File: config.mk
export PLATFORM = sky130hd
export DESIGN_NAME = uart_rx
export DESIGN_NICKNAME = d
export VERILOG_FILES = /design/src/rtl/uart_rx.sv
export SDC_FILE = /design/constraint.sdc
export NUM_CORES = 1
export LEC_CHECK = 0
export CAP_MARGIN = 5
export CORE_MARGIN = 3
export CORE_UTILIZATION = 59
export DETAILED_ROUTE_END_ITERATION = 10
export PLACE_DENSITY = 0.94
export REMOVE_ABC_BUFFERS = 1
export SYNTH_ARGS = -nofsm -noshare
export SYNTH_HDL_FRONTEND = slang
export SYNTH_SLANG_ARGS = --single-unit
File: constraint.sdc
create_clock -name i_clk -period 4.7 [get_ports i_clk]
set_input_delay 1.175 -clock i_clk [delete_from_list [all_inputs] [get_ports i_clk]]
set_output_delay 1.175 -clock i_clk [all_outputs]
set_load 0.005 [all_outputs]
File: src/rtl/uart_rx.sv
// rtl/uart_rx.sv - 16x oversampling UART receiver, optional parity via UART_RX_PARITY_EN
module uart_rx #(
    parameter int NB_DATA    = 8,
    parameter int NB_STOP    = 1,
    parameter int PARITY_ODD = 0
) (
    input  logic               i_clk,
    input  logic               i_reset,
    input  logic               i_tick,
    input  logic               i_rx,
    output logic [NB_DATA-1:0] o_rx_data,
    output logic               o_rx_done,
    output logic               o_frame_err,
    output logic               o_parity_err
);

    typedef enum logic [2:0] {
        S_IDLE,
        S_START,
        S_DATA,
`ifdef UART_RX_PARITY_EN
        S_PARITY,
`endif
        S_STOP
    } state_t;

    localparam logic [3:0] LAST_DATA = 4'(NB_DATA - 1);
    localparam logic [3:0] LAST_STOP = 4'(NB_STOP - 1);

    state_t             state;
    logic [3:0]         tick_cnt;
    logic [3:0]         bit_cnt;
    logic [NB_DATA-1:0] shift_reg;
    logic               frame_flag;
    logic               rx_meta;
    logic               rx_s;
`ifdef UART_RX_PARITY_EN
    localparam logic ODD = (PARITY_ODD != 0);
    logic            parity_bit;
`endif

    // Line is asynchronous; both flops reset high so reset never looks like a start bit.
    always_ff @(posedge i_clk or posedge i_reset) begin
        if (i_reset) begin
            rx_meta <= 1'b1;
            rx_s    <= 1'b1;
        end else begin
            rx_meta <= i_rx;
            rx_s    <= rx_meta;
        end
    end

    always_ff @(posedge i_clk or posedge i_reset) begin
        if (i_reset) begin
            state        <= S_IDLE;
            tick_cnt     <= '0;
            bit_cnt      <= '0;
            shift_reg    <= '0;
            frame_flag   <= 1'b0;
            o_rx_data    <= '0;
            o_rx_done    <= 1'b0;
            o_frame_err  <= 1'b0;
            o_parity_err <= 1'b0;
`ifdef UART_RX_PARITY_EN
            parity_bit   <= 1'b0;
`endif
        end else begin
            o_rx_done <= 1'b0;
            case (state)
                S_IDLE: begin
                    if (!rx_s) begin
                        state    <= S_START;
                        tick_cnt <= '0;
                    end
                end
                S_START: begin
                    if (i_tick) begin
                        if (tick_cnt == 4'd7) begin
                            // Mid start bit: still low means a real frame, otherwise a glitch.
                            if (!rx_s) begin
                                state      <= S_DATA;
                                tick_cnt   <= '0;
                                bit_cnt    <= '0;
                                frame_flag <= 1'b0;
                            end else begin
                                state <= S_IDLE;
                            end
                        end else begin
                            tick_cnt <= tick_cnt + 4'd1;
                        end
                    end
                end
                S_DATA: begin
                    if (i_tick) begin
                        if (tick_cnt == 4'd15) begin
                            for (int i = 0; i < NB_DATA - 1; i++) begin
                                shift_reg[i] <= shift_reg[i+1];
                            end
                            shift_reg[NB_DATA-1] <= rx_s;
                            tick_cnt <= '0;
                            if (bit_cnt == LAST_DATA) begin
                                bit_cnt <= '0;
`ifdef UART_RX_PARITY_EN
                                state   <= S_PARITY;
`else
                                state   <= S_STOP;
`endif
                            end else begin
                                bit_cnt <= bit_cnt + 4'd1;
                            end
                        end else begin
                            tick_cnt <= tick_cnt + 4'd1;
                        end
                    end
                end
`ifdef UART_RX_PARITY_EN
                S_PARITY: begin
                    if (i_tick) begin
                        if (tick_cnt == 4'd15) begin
                            parity_bit <= rx_s;
                            tick_cnt   <= '0;
                            bit_cnt    <= '0;
                            state      <= S_STOP;
                        end else begin
                            tick_cnt <= tick_cnt + 4'd1;
                        end
                    end
                end
`endif
                S_STOP: begin
                    if (i_tick) begin
                        if (tick_cnt == 4'd15) begin
                            tick_cnt <= '0;
                            if (bit_cnt == LAST_STOP) begin
                                // Return to IDLE at mid stop bit so a back-to-back start edge is caught.
                                state       <= S_IDLE;
                                o_rx_data   <= shift_reg;
                                o_frame_err <= frame_flag | ~rx_s;
                                o_rx_done   <= 1'b1;
`ifdef UART_RX_PARITY_EN
                                o_parity_err <= parity_bit ^ (^shift_reg) ^ ODD;
`endif
                            end else begin
                                bit_cnt    <= bit_cnt + 4'd1;
                                frame_flag <= frame_flag | ~rx_s;
                            end
                        end else begin
                            tick_cnt <= tick_cnt + 4'd1;
                        end
                    end
                end
                default: state <= S_IDLE;
            endcase
        end
    end

endmodule

; ---- After elaboration in Yosys (flattened, before gate mapping)
; Index checks and enable logic that the tools add are counted.
[word_totals]
register_bits = 32
latch_bits = 0
ramBits = 0
rom_bits = 0
inputBits = 4
output_inout_bits = 11
word_cells = 82
n_memories = 0
[op_classes]
add_sub_neg = 2
mul = 0
div_mod_pow = 0
magnitude_cmp = 0
eq_ne = 18
shifts = 0
n_mux = 38
bitwise_logic = 2
n_reduce_logical = 12
[ops]
columns = operator, count
row1 = $mux 4, 14
row2 = $mux 3, 9
row3 = $pmux 4 s3, 2
row4 = $ne 2x2->1 const B, 11
row5 = $reduce_and 9->1, 2
row6 = $pmux 3 s4, 1
row7 = $mux 1, 10
row8 = $add 4x1->4 const B, 2
row9 = $eq 4x3->1 const B, 2
row10 = $reduce_and 7->1, 1
row11 = $eq 3x2->1 const B, 2
row12 = $reduce_and 3->1, 2
row13 = $reduce_bool 3->1, 2
row14 = $eq 4x4->1 const B, 1
row15 = $logic_not 4->1, 1
row16 = $reduce_and 4->1, 1
row17 = $eq 3x1->1 const B, 1
row18 = $logic_not 3->1, 1
row19 = $mux 2, 1
row20 = $ne 2x1->1 const B, 1
row21 = $pmux 1 s2, 1
row22 = $reduce_bool 2->1, 1
row23 = $reduce_or 2->1, 1
row24 = $not 1->1, 1
row25 = $or 1x1->1, 1

; ---- Longest topological paths before layout
; Gate-level depths: netlist (run 1).
[depth]
ltp_word = 6
ltp_mapped = 6
ltp_nobuf = 6

; ---- Worst setup path before layout (run 1)
; No wires, ideal clock.
[synth_path]
path_kind = in2reg
from = in i_tick
to = reg o_frame_err
setup_time_ns = 0.125
t_arrival_ns = 2.079
required_time_ns = 4.575
path_slack_ns = 2.497
stages = 4
n_path_buf = 0
path_cell_list = and3_2 -> nand3_4 -> nor2_4 -> mux2_2
[synth_via]
elab_chain_cells = 1
[synth_rtl]
columns = item, line_no
row1 = from (decl), 9  ; input logic i_tick,
row2 = $reduce_and 4->1 (no line), --
row3 = to (signal assigned), 138  ; o_frame_err <= frame_flag | ~rx_s;
row4 = to (decl), 13  ; output logic o_frame_err,
; Every way passes these cells.
; A chain may end at the register's enable or synchronous reset.

; ---- Worst setup path after layout (run 1)
[layout_path]
from = in i_tick
to = reg o_rx_data[7]
[layout_via]
elab_chain_cells = 1
[layout_rtl]
columns = item, line_no
row1 = $reduce_and 4->1 (no line), --
row2 = to (signal assigned), 137  ; o_rx_data <= shift_reg;
row3 = to (decl), 11  ; output logic [NB_DATA-1:0] o_rx_data,
; Every way passes these cells.

==> impl_metrics.xml, run 1 <==
<?xml version="1.0" encoding="UTF-8"?>
<metrics>
  <group name="placed_design">
    <metric name="placedInstanceArea" unit="mm²">0.00161</metric>
    <metric name="dpl.hpwl" unit="mm">2.03</metric>
    <metric name="port_buffers" unit="">13</metric>
    <metric name="gp_congestion" unit="">0.784</metric>
  </group>
  <group name="setup_path">
    <metric name="cp.arrival" unit="ps">2750</metric>
    <metric name="setup.worst_path.start" unit="">i_tick</metric>
    <metric name="critPathMaxStageDelay" unit="ps">510</metric>
    <metric name="timing.critical_path.from_type" unit="">primary input</metric>
    <metric name="crit_buf_inv" unit="">1</metric>
    <metric name="worstReg2RegEnd" unit="">o_rx_data[7]</metric>
    <metric name="critical_path_cell_count" unit="">5</metric>
    <metric name="setup.reg_to_reg.worst_slack" unit="ps">2850</metric>
    <metric name="crit_chain" unit="">clkdlybuf4s50_1 &gt; and3_2 &gt; nand3_4 &gt; nor2_4 &gt; mux2_2</metric>
    <metric name="worst_setup_path_endpoint" unit="">o_rx_data[7]</metric>
    <metric name="worst-path-max-fanout" unit="">10</metric>
    <metric name="critical-path-top-delay-family" unit="">simple AND/OR/NAND/NOR gates</metric>
    <metric name="crit_slowest_cell" unit="">clkdlybuf4s50_1</metric>
    <metric name="reg2reg_depth" unit="">5</metric>
    <metric name="cp_data_required_time" unit="ps">4910</metric>
    <metric name="endpoint_kind" unit="">register</metric>
    <metric name="worst_r2r_startpoint" unit="">tick_cnt[0]</metric>
    <metric name="timing_worst_setup_path_type" unit="">primary input to register</metric>
  </group>
  <group name="logic_synthesis">
    <metric name="synth-compound-area-share" unit="%">10.4</metric>
    <metric name="synth_top_family_by_area" unit="">simple AND/OR/NAND/NOR gates</metric>
    <metric name="yosys.area_share.adder" unit="%">2.55</metric>
    <metric name="synth-edff-count" unit="">0</metric>
    <metric name="synth_top_flop_cell" unit="">dfrtp_1</metric>
    <metric name="synth-seq-area-share" unit="%">52.9</metric>
    <metric name="xor_xnor_share_of_the_synthesized_area" unit="%">0</metric>
    <metric name="synth_simple_gate_area_share" unit="%">15.9</metric>
    <metric name="synth_area" unit="mm²">0.00147</metric>
    <metric name="async_reset_ff_share" unit="%">100</metric>
    <metric name="postSynthAreaPerCell" unit="µm²">11.6</metric>
    <metric name="synth.lib_cells_used.distinct" unit="">34</metric>
    <metric name="number_of_synthesized_register_bits" unit="">31</metric>
    <metric name="mux_contribution_to_synthesized_area" unit="%">13.8</metric>
    <metric name="synth.yosys.warnings" unit="">1</metric>
    <metric name="post_synth_inst_count" unit="">127</metric>
  </group>
  <group name="drt">
    <metric name="first_pass_iters" unit="">4</metric>
    <metric name="maxUsedRoutingLayer" unit="">met4</metric>
    <metric name="drt_first_iter_violations" unit="">25</metric>
    <metric name="route.met2.wl" unit="mm">1.45</metric>
    <metric name="postRouteWirelength" unit="mm">2.74</metric>
    <metric name="met3_wirelength" unit="µm">127</metric>
    <metric name="postRouteAntennaNets" unit="">0</metric>
    <metric name="route.detailed.vias_per_inst" unit="">6.11</metric>
    <metric name="route.detailed.wl_per_inst" unit="µm">16.0</metric>
    <metric name="route.layer.met1.wl" unit="mm">1.10</metric>
    <metric name="remaining_drc_errors" unit="">0</metric>
    <metric name="num_vias" unit="">1045</metric>
  </group>
  <group name="cts">
    <metric name="clk-insertion-delay-late" unit="ps">330</metric>
    <metric name="clkSinkCount" unit="">31</metric>
    <metric name="numCtsBuffers" unit="">5</metric>
    <metric name="clk_pin_slew_worst_paths" unit="ps">80</metric>
    <metric name="clock_tree.buffer_depth" unit="">2</metric>
    <metric name="cts_root_buf" unit="">clkbuf_4</metric>
    <metric name="post_cts_setup_buffer_count" unit="">0</metric>
    <metric name="cts-resized-gates" unit="">0</metric>
    <metric name="cts.hold.buffers_added" unit="">0</metric>
    <metric name="tritoncts" unit="">built</metric>
    <metric name="cts_max_level" unit="">2</metric>
  </group>
  <group name="power_and_ir_drop">
    <metric name="ir_drop" unit="µV">335</metric>
    <metric name="pwr_density_cell" unit="mW/mm²">389</metric>
    <metric name="p_leak" unit="nW">0.759</metric>
  </group>
  <group name="sta">
    <metric name="finalCritPeriodShare" unit="%">54.2</metric>
    <metric name="worstMarginPinSlew" unit="ps">1120</metric>
    <metric name="max_freq" unit="GHz">0.393</metric>
    <metric name="timing.final.crit_period" unit="ps">2550</metric>
    <metric name="headroom_to_the_max_slew_limit" unit="%">25.2</metric>
    <metric name="finalSetupViolations" unit="">0</metric>
    <metric name="rsz0062_at_grt" unit="">no</metric>
    <metric name="final-max-slew-violation-count" unit="">0</metric>
    <metric name="clock_skew" unit="ps">16.0</metric>
    <metric name="setup-tns-final" unit="ps">0</metric>
    <metric name="number_of_failing_hold_endpoints_at_the_final_stage" unit="">0</metric>
  </group>
  <group name="grt">
    <metric name="grt.total_usage" unit="%">19.9</metric>
    <metric name="gr-total-overflow" unit="">0</metric>
    <metric name="initial_antenna_violation_count" unit="">0</metric>
    <metric name="first_global_vias" unit="">1134</metric>
    <metric name="grt_first_pass_wirelength" unit="mm">4.84</metric>
    <metric name="grt_max_degree" unit="">32</metric>
  </group>
  <group name="run">
    <metric name="count_of_maximum_capacitance_violations" unit="">0</metric>
  </group>
  <group name="cells_and_area">
    <metric name="drive_gt1_share" unit="%">23.1</metric>
    <metric name="leading_cell_type_in_the_layout_fill_and_taps_excluded" unit="">dfrtp_1</metric>
    <metric name="design.final.nets" unit="">149</metric>
    <metric name="flow.area_growth_from_synthesis" unit="%">15.1</metric>
    <metric name="antenna_cells" unit="">0</metric>
    <metric name="fin_area" unit="mm²">0.00169</metric>
    <metric name="final_cell_mix" unit="">29 x dfrtp_1, 18 x mux2_2, 13 x clkdlybuf4s50_1, 10 x o21ai_0, 9 x inv_1</metric>
  </group>
  <group name="min_path">
    <metric name="worst_hold_depth" unit="">0</metric>
    <metric name="min_from" unit="">rx_meta</metric>
    <metric name="hold_path_class" unit="">register to register</metric>
  </group>
  <group name="floorplan">
    <metric name="floorplan.die.width" unit="µm">55.9</metric>
    <metric name="die_h" unit="µm">55.9</metric>
    <metric name="top_level_ports" unit="">15</metric>
    <metric name="floorplan.initialDensity" unit="%">64.1</metric>
    <metric name="core-area" unit="mm²">0.00230</metric>
    <metric name="num_rows" unit="">17</metric>
    <metric name="die_area" unit="mm²">0.00313</metric>
  </group>
  <group name="run_status">
    <metric name="outcome" unit="">completed</metric>
  </group>
</metrics>
[synth_stat cells (3+ instances only)]
library cell | count | area, µm²
dfrtp_1 | 29 | 726
mux2_2 | 18 | 203
o21ai_0 | 10 | 50.1
inv_1 | 9 | 33.8
nand2_1 | 7 | 26.3
nand3_1 | 5 | 25.0
nor2_1 | 4 | 15.0
nor3_1 | 4 | 20.0
ha_1 | 3 | 37.5
nand2b_1 | 3 | 18.8
[how the worst min path moves through the flow]
stage,to,slack [ps]
floorplan,rx_s,350
global placement,rx_s,350
detailed placement,rx_s,350
CTS,rx_s,370
global route,rx_s,370
finish,rx_s,360
[layer usage]
layer  track usage [%]  up-vias
li1                  -      487
met5                 0        -
met2              33.3       33
met1              22.7      516
met3              5.10        9
met4              12.2        0
[cells by family (layout without fill, tap and decap cells)]
logic type | count (synthesis) | count (layout)
buffers and inverters | 14 | 30
AND/OR/NAND/NOR | 37 | 37
adder cells (fa/ha/maj) | 3 | 3
flip-flops | 31 | 31
AO/OA/AOI/OAI | 23 | 23
multiplexers | 18 | 18
other | 1 | 1
[where the power goes]
part           internal, mW  switching [mW]  total [mW]
Clock                 0.126          0.0905       0.216
Sequential            0.292          0.0418       0.333
Combinational        0.0511          0.0590       0.110
Total                 0.468           0.191       0.660
[final cells by class]
class                      count  area (µm²)
sequential                    31         778
multi-input combinational     82         631
fill                         168         603
timing repair buffer          13         130
clock buffer                   6        51.3
clock inverter                 2        35.0
tap                           28        35.0
inverter                       9        33.8
[stage by stage]
step / setup slack (ps) / utilization (%) / instances / power, mW / hold WS, ps
2_1_floorplan: 2480 / - / 122 / 0.414 / 345
5_1_grt: 2110 / 73.7 / 171 / 0.698 / 368
6_report: 2150 / 73.7 / 171 / 0.660 / 362
3_3_place_gp: 1870 / 70.0 / 163 / 0.434 / 348
4_1_cts: 2150 / 73.7 / 171 / 0.661 / 365
3_5_place_dp: 1790 / 70.0 / 163 / 0.447 / 352
(Power assumes the default switching activity.)
==> inputs of run 2 (changes only) <==
--- a/config.mk
+++ b/config.mk
@@ -7,9 +7,9 @@
 export LEC_CHECK = 0
 export CAP_MARGIN = 5
 export CORE_MARGIN = 3
-export CORE_UTILIZATION = 59
+export CORE_UTILIZATION = 50
 export DETAILED_ROUTE_END_ITERATION = 10
-export PLACE_DENSITY = 0.94
+export PLACE_DENSITY = 0.86
 export REMOVE_ABC_BUFFERS = 1
 export SYNTH_ARGS = -nofsm -noshare
 export SYNTH_HDL_FRONTEND = slang
==> constraint.sdc (replaced) <==
create_clock -name i_clk -period 2.1 [get_ports i_clk]
set_input_delay 0.525 -clock i_clk [delete_from_list [all_inputs] [get_ports i_clk]]
set_output_delay 0.525 -clock i_clk [all_outputs]
set_load 0.005 [all_outputs]
==> run 2 against run 1 <==
Effect of this change:
- register-to-register slack got worse by 2600 ps
- largest power group unchanged
- non-clock buffer count increased by 4
- global-route usage shrank 2.4 points
- critical path type is now register to register
==> impl_metrics.xml, run 2 (same netlist as run 1, synthesis figures left out) <==
<?xml version="1.0" encoding="UTF-8"?>
<metrics>
  <group name="cells_and_area">
    <metric name="leading_cell_type_in_the_layout_fill_and_taps_excluded" unit="">dfrtp_1</metric>
    <metric name="layout.filler_cells" unit="">218</metric>
    <metric name="multiInputGateArea" unit="µm²">631</metric>
    <metric name="antenna_cells" unit="">0</metric>
    <metric name="final_cell_mix" unit="">29 x dfrtp_1, 18 x mux2_2, 13 x clkdlybuf4s50_1, 10 x o21ai_0, 9 x inv_1</metric>
    <metric name="seq_area" unit="µm²">778</metric>
    <metric name="drive_gt1_share" unit="%">24.5</metric>
    <metric name="design.final.nets" unit="">153</metric>
    <metric name="flow.area_growth_from_synthesis" unit="%">15.6</metric>
  </group>
  <group name="run">
    <metric name="count_of_maximum_capacitance_violations" unit="">0</metric>
  </group>
  <group name="placed_design">
    <metric name="dpl.hpwl" unit="mm">1.80</metric>
    <metric name="gp_congestion" unit="">0.867</metric>
    <metric name="port_buffers" unit="">13</metric>
    <metric name="preCtsSetupSlack" unit="ps">-34.1</metric>
  </group>
  <group name="sta">
    <metric name="clock_skew" unit="ps">8.02</metric>
    <metric name="max_freq" unit="GHz">0.542</metric>
    <metric name="setup_slack" unit="ps">256</metric>
    <metric name="worstMarginPinSlew" unit="ps">566</metric>
    <metric name="final-max-slew-violation-count" unit="">0</metric>
    <metric name="hold_slack" unit="ps">366</metric>
    <metric name="finalSetupViolations" unit="">0</metric>
    <metric name="headroom_to_the_max_slew_limit" unit="%">62.3</metric>
    <metric name="rsz0062_at_grt" unit="">no</metric>
    <metric name="timing.final.crit_period" unit="ps">1840</metric>
    <metric name="number_of_failing_hold_endpoints_at_the_final_stage" unit="">0</metric>
    <metric name="finalCritPeriodShare" unit="%">87.8</metric>
    <metric name="setup-tns-final" unit="ps">0</metric>
  </group>
  <group name="setup_path">
    <metric name="crit_slowest_cell" unit="">dfrtp_1</metric>
    <metric name="reg2reg_depth" unit="">4</metric>
    <metric name="timing_worst_setup_path_type" unit="">register to register</metric>
    <metric name="critical_path_cell_count" unit="">4</metric>
    <metric name="setup.worst_path.start" unit="">state[1]</metric>
    <metric name="timing.critical_path.from_type" unit="">register</metric>
    <metric name="crit_chain" unit="">nor4b_1 &gt; a31oi_1 &gt; nand2b_1 &gt; o41ai_1</metric>
    <metric name="critPathMaxStageDelay" unit="ps">600</metric>
    <metric name="critical-path-top-delay-family" unit="">simple AND/OR/NAND/NOR gates</metric>
    <metric name="endpoint_kind" unit="">register</metric>
    <metric name="cp_data_required_time" unit="ps">2320</metric>
    <metric name="cp.arrival" unit="ps">2060</metric>
    <metric name="worst_r2r_startpoint" unit="">state[1]</metric>
    <metric name="crit_buf_inv" unit="">0</metric>
    <metric name="worst-path-max-fanout" unit="">18</metric>
  </group>
  <group name="floorplan">
    <metric name="num_rows" unit="">19</metric>
    <metric name="die_area" unit="mm²">0.00363</metric>
    <metric name="floorplan.die.width" unit="µm">60.2</metric>
    <metric name="core-area" unit="mm²">0.00278</metric>
    <metric name="die_h" unit="µm">60.2</metric>
    <metric name="floorplan.initialDensity" unit="%">52.9</metric>
    <metric name="top_level_ports" unit="">15</metric>
  </group>
  <group name="cts">
    <metric name="clkSinkCount" unit="">31</metric>
    <metric name="tritoncts" unit="">built</metric>
    <metric name="cts_max_level" unit="">2</metric>
    <metric name="clock_tree.buffer_depth" unit="">2</metric>
    <metric name="clk-insertion-delay-late" unit="ps">330</metric>
    <metric name="cts.hold.buffers_added" unit="">0</metric>
    <metric name="cts-resized-gates" unit="">0</metric>
    <metric name="clk_pin_slew_worst_paths" unit="ps">100</metric>
    <metric name="post_cts_setup_buffer_count" unit="">0</metric>
    <metric name="cts_root_buf" unit="">clkbuf_4</metric>
    <metric name="numCtsBuffers" unit="">5</metric>
  </group>
  <group name="drt">
    <metric name="remaining_drc_errors" unit="">0</metric>
    <metric name="drt_first_iter_violations" unit="">29</metric>
    <metric name="num_vias" unit="">1061</metric>
    <metric name="route.detailed.wl_per_inst" unit="µm">14.5</metric>
    <metric name="route.detailed.vias_per_inst" unit="">5.96</metric>
    <metric name="postRouteAntennaNets" unit="">0</metric>
    <metric name="postRouteWirelength" unit="mm">2.59</metric>
    <metric name="first_pass_iters" unit="">4</metric>
  </group>
  <group name="min_path">
    <metric name="hold_path_class" unit="">register to register</metric>
    <metric name="min_from" unit="">rx_meta</metric>
    <metric name="worst_hold_depth" unit="">0</metric>
  </group>
  <group name="power_and_ir_drop">
    <metric name="p_leak" unit="nW">0.765</metric>
    <metric name="final_power" unit="mW">1.36</metric>
    <metric name="pwr_density_cell" unit="mW/mm²">801</metric>
    <metric name="ir_drop" unit="µV">524</metric>
  </group>
  <group name="grt">
    <metric name="grt_first_pass_wirelength" unit="mm">4.57</metric>
    <metric name="first_global_vias" unit="">1019</metric>
    <metric name="grt.total_usage" unit="%">17.5</metric>
    <metric name="grt_max_degree" unit="">32</metric>
    <metric name="gr-total-overflow" unit="">0</metric>
    <metric name="initial_antenna_violation_count" unit="">0</metric>
  </group>
  <group name="run_status">
    <metric name="outcome" unit="">completed</metric>
  </group>
</metrics>
## run 2: path summary, 6_finish.rpt
check	slack [ps]	to
setup / recovery	260	bit_cnt[3]
hold / removal	370	rx_s
setup reg to reg	260	bit_cnt[3]
hold reg to reg	370	rx_s
max in group asynchronous	1220	rx_meta
min in group asynchronous	560	o_rx_done
## run 2: metal layers
metal  GRT usage (%)  vias to the layer above  share of wire, %
li1                -                      498                 -
met1            21.6                      533                45
met2            26.7                       23                48
met3            6.48                        7               4.9
met4            8.54                        0               2.7
met5               0                        -                 0
## run 2: layout make-up
cell class	count	area share (%)
multi-input cells	82	37.1
well taps	31	2.28
inverters	9	1.99
clock buffers	7	3.24
clock inverters	1	0.294
repair buffers	17	9.41
flip-flops and latches	31	45.7
## run 2: worst register-to-register path, delay by kind of cell (launching register included)
kind / cells / cell delay (ps)
and+or+nand+nor: 2 / 660
DFF: 1 / 600
AOI/OAI and AO/OA: 2 / 470
## run 2: where the power goes
group	internal [mW]	switching (mW)	total (mW)	leakage, nW
registers	0.653	0.0895	0.742	0.395
logic	0.124	0.131	0.256	0.335
clock network	0.162	0.203	0.366	0.0353
## run 2: metrics by stage
step | instance area (µm²) | util [%] | std cells
CTS | 1700 | 61.2 | 178
global placement | 1640 | 59.0 | 170
finish | 1700 | 61.2 | 178
detailed placement | 1640 | 59.0 | 170
global route | 1700 | 61.2 | 178
floorplan | 1440 | - | 122
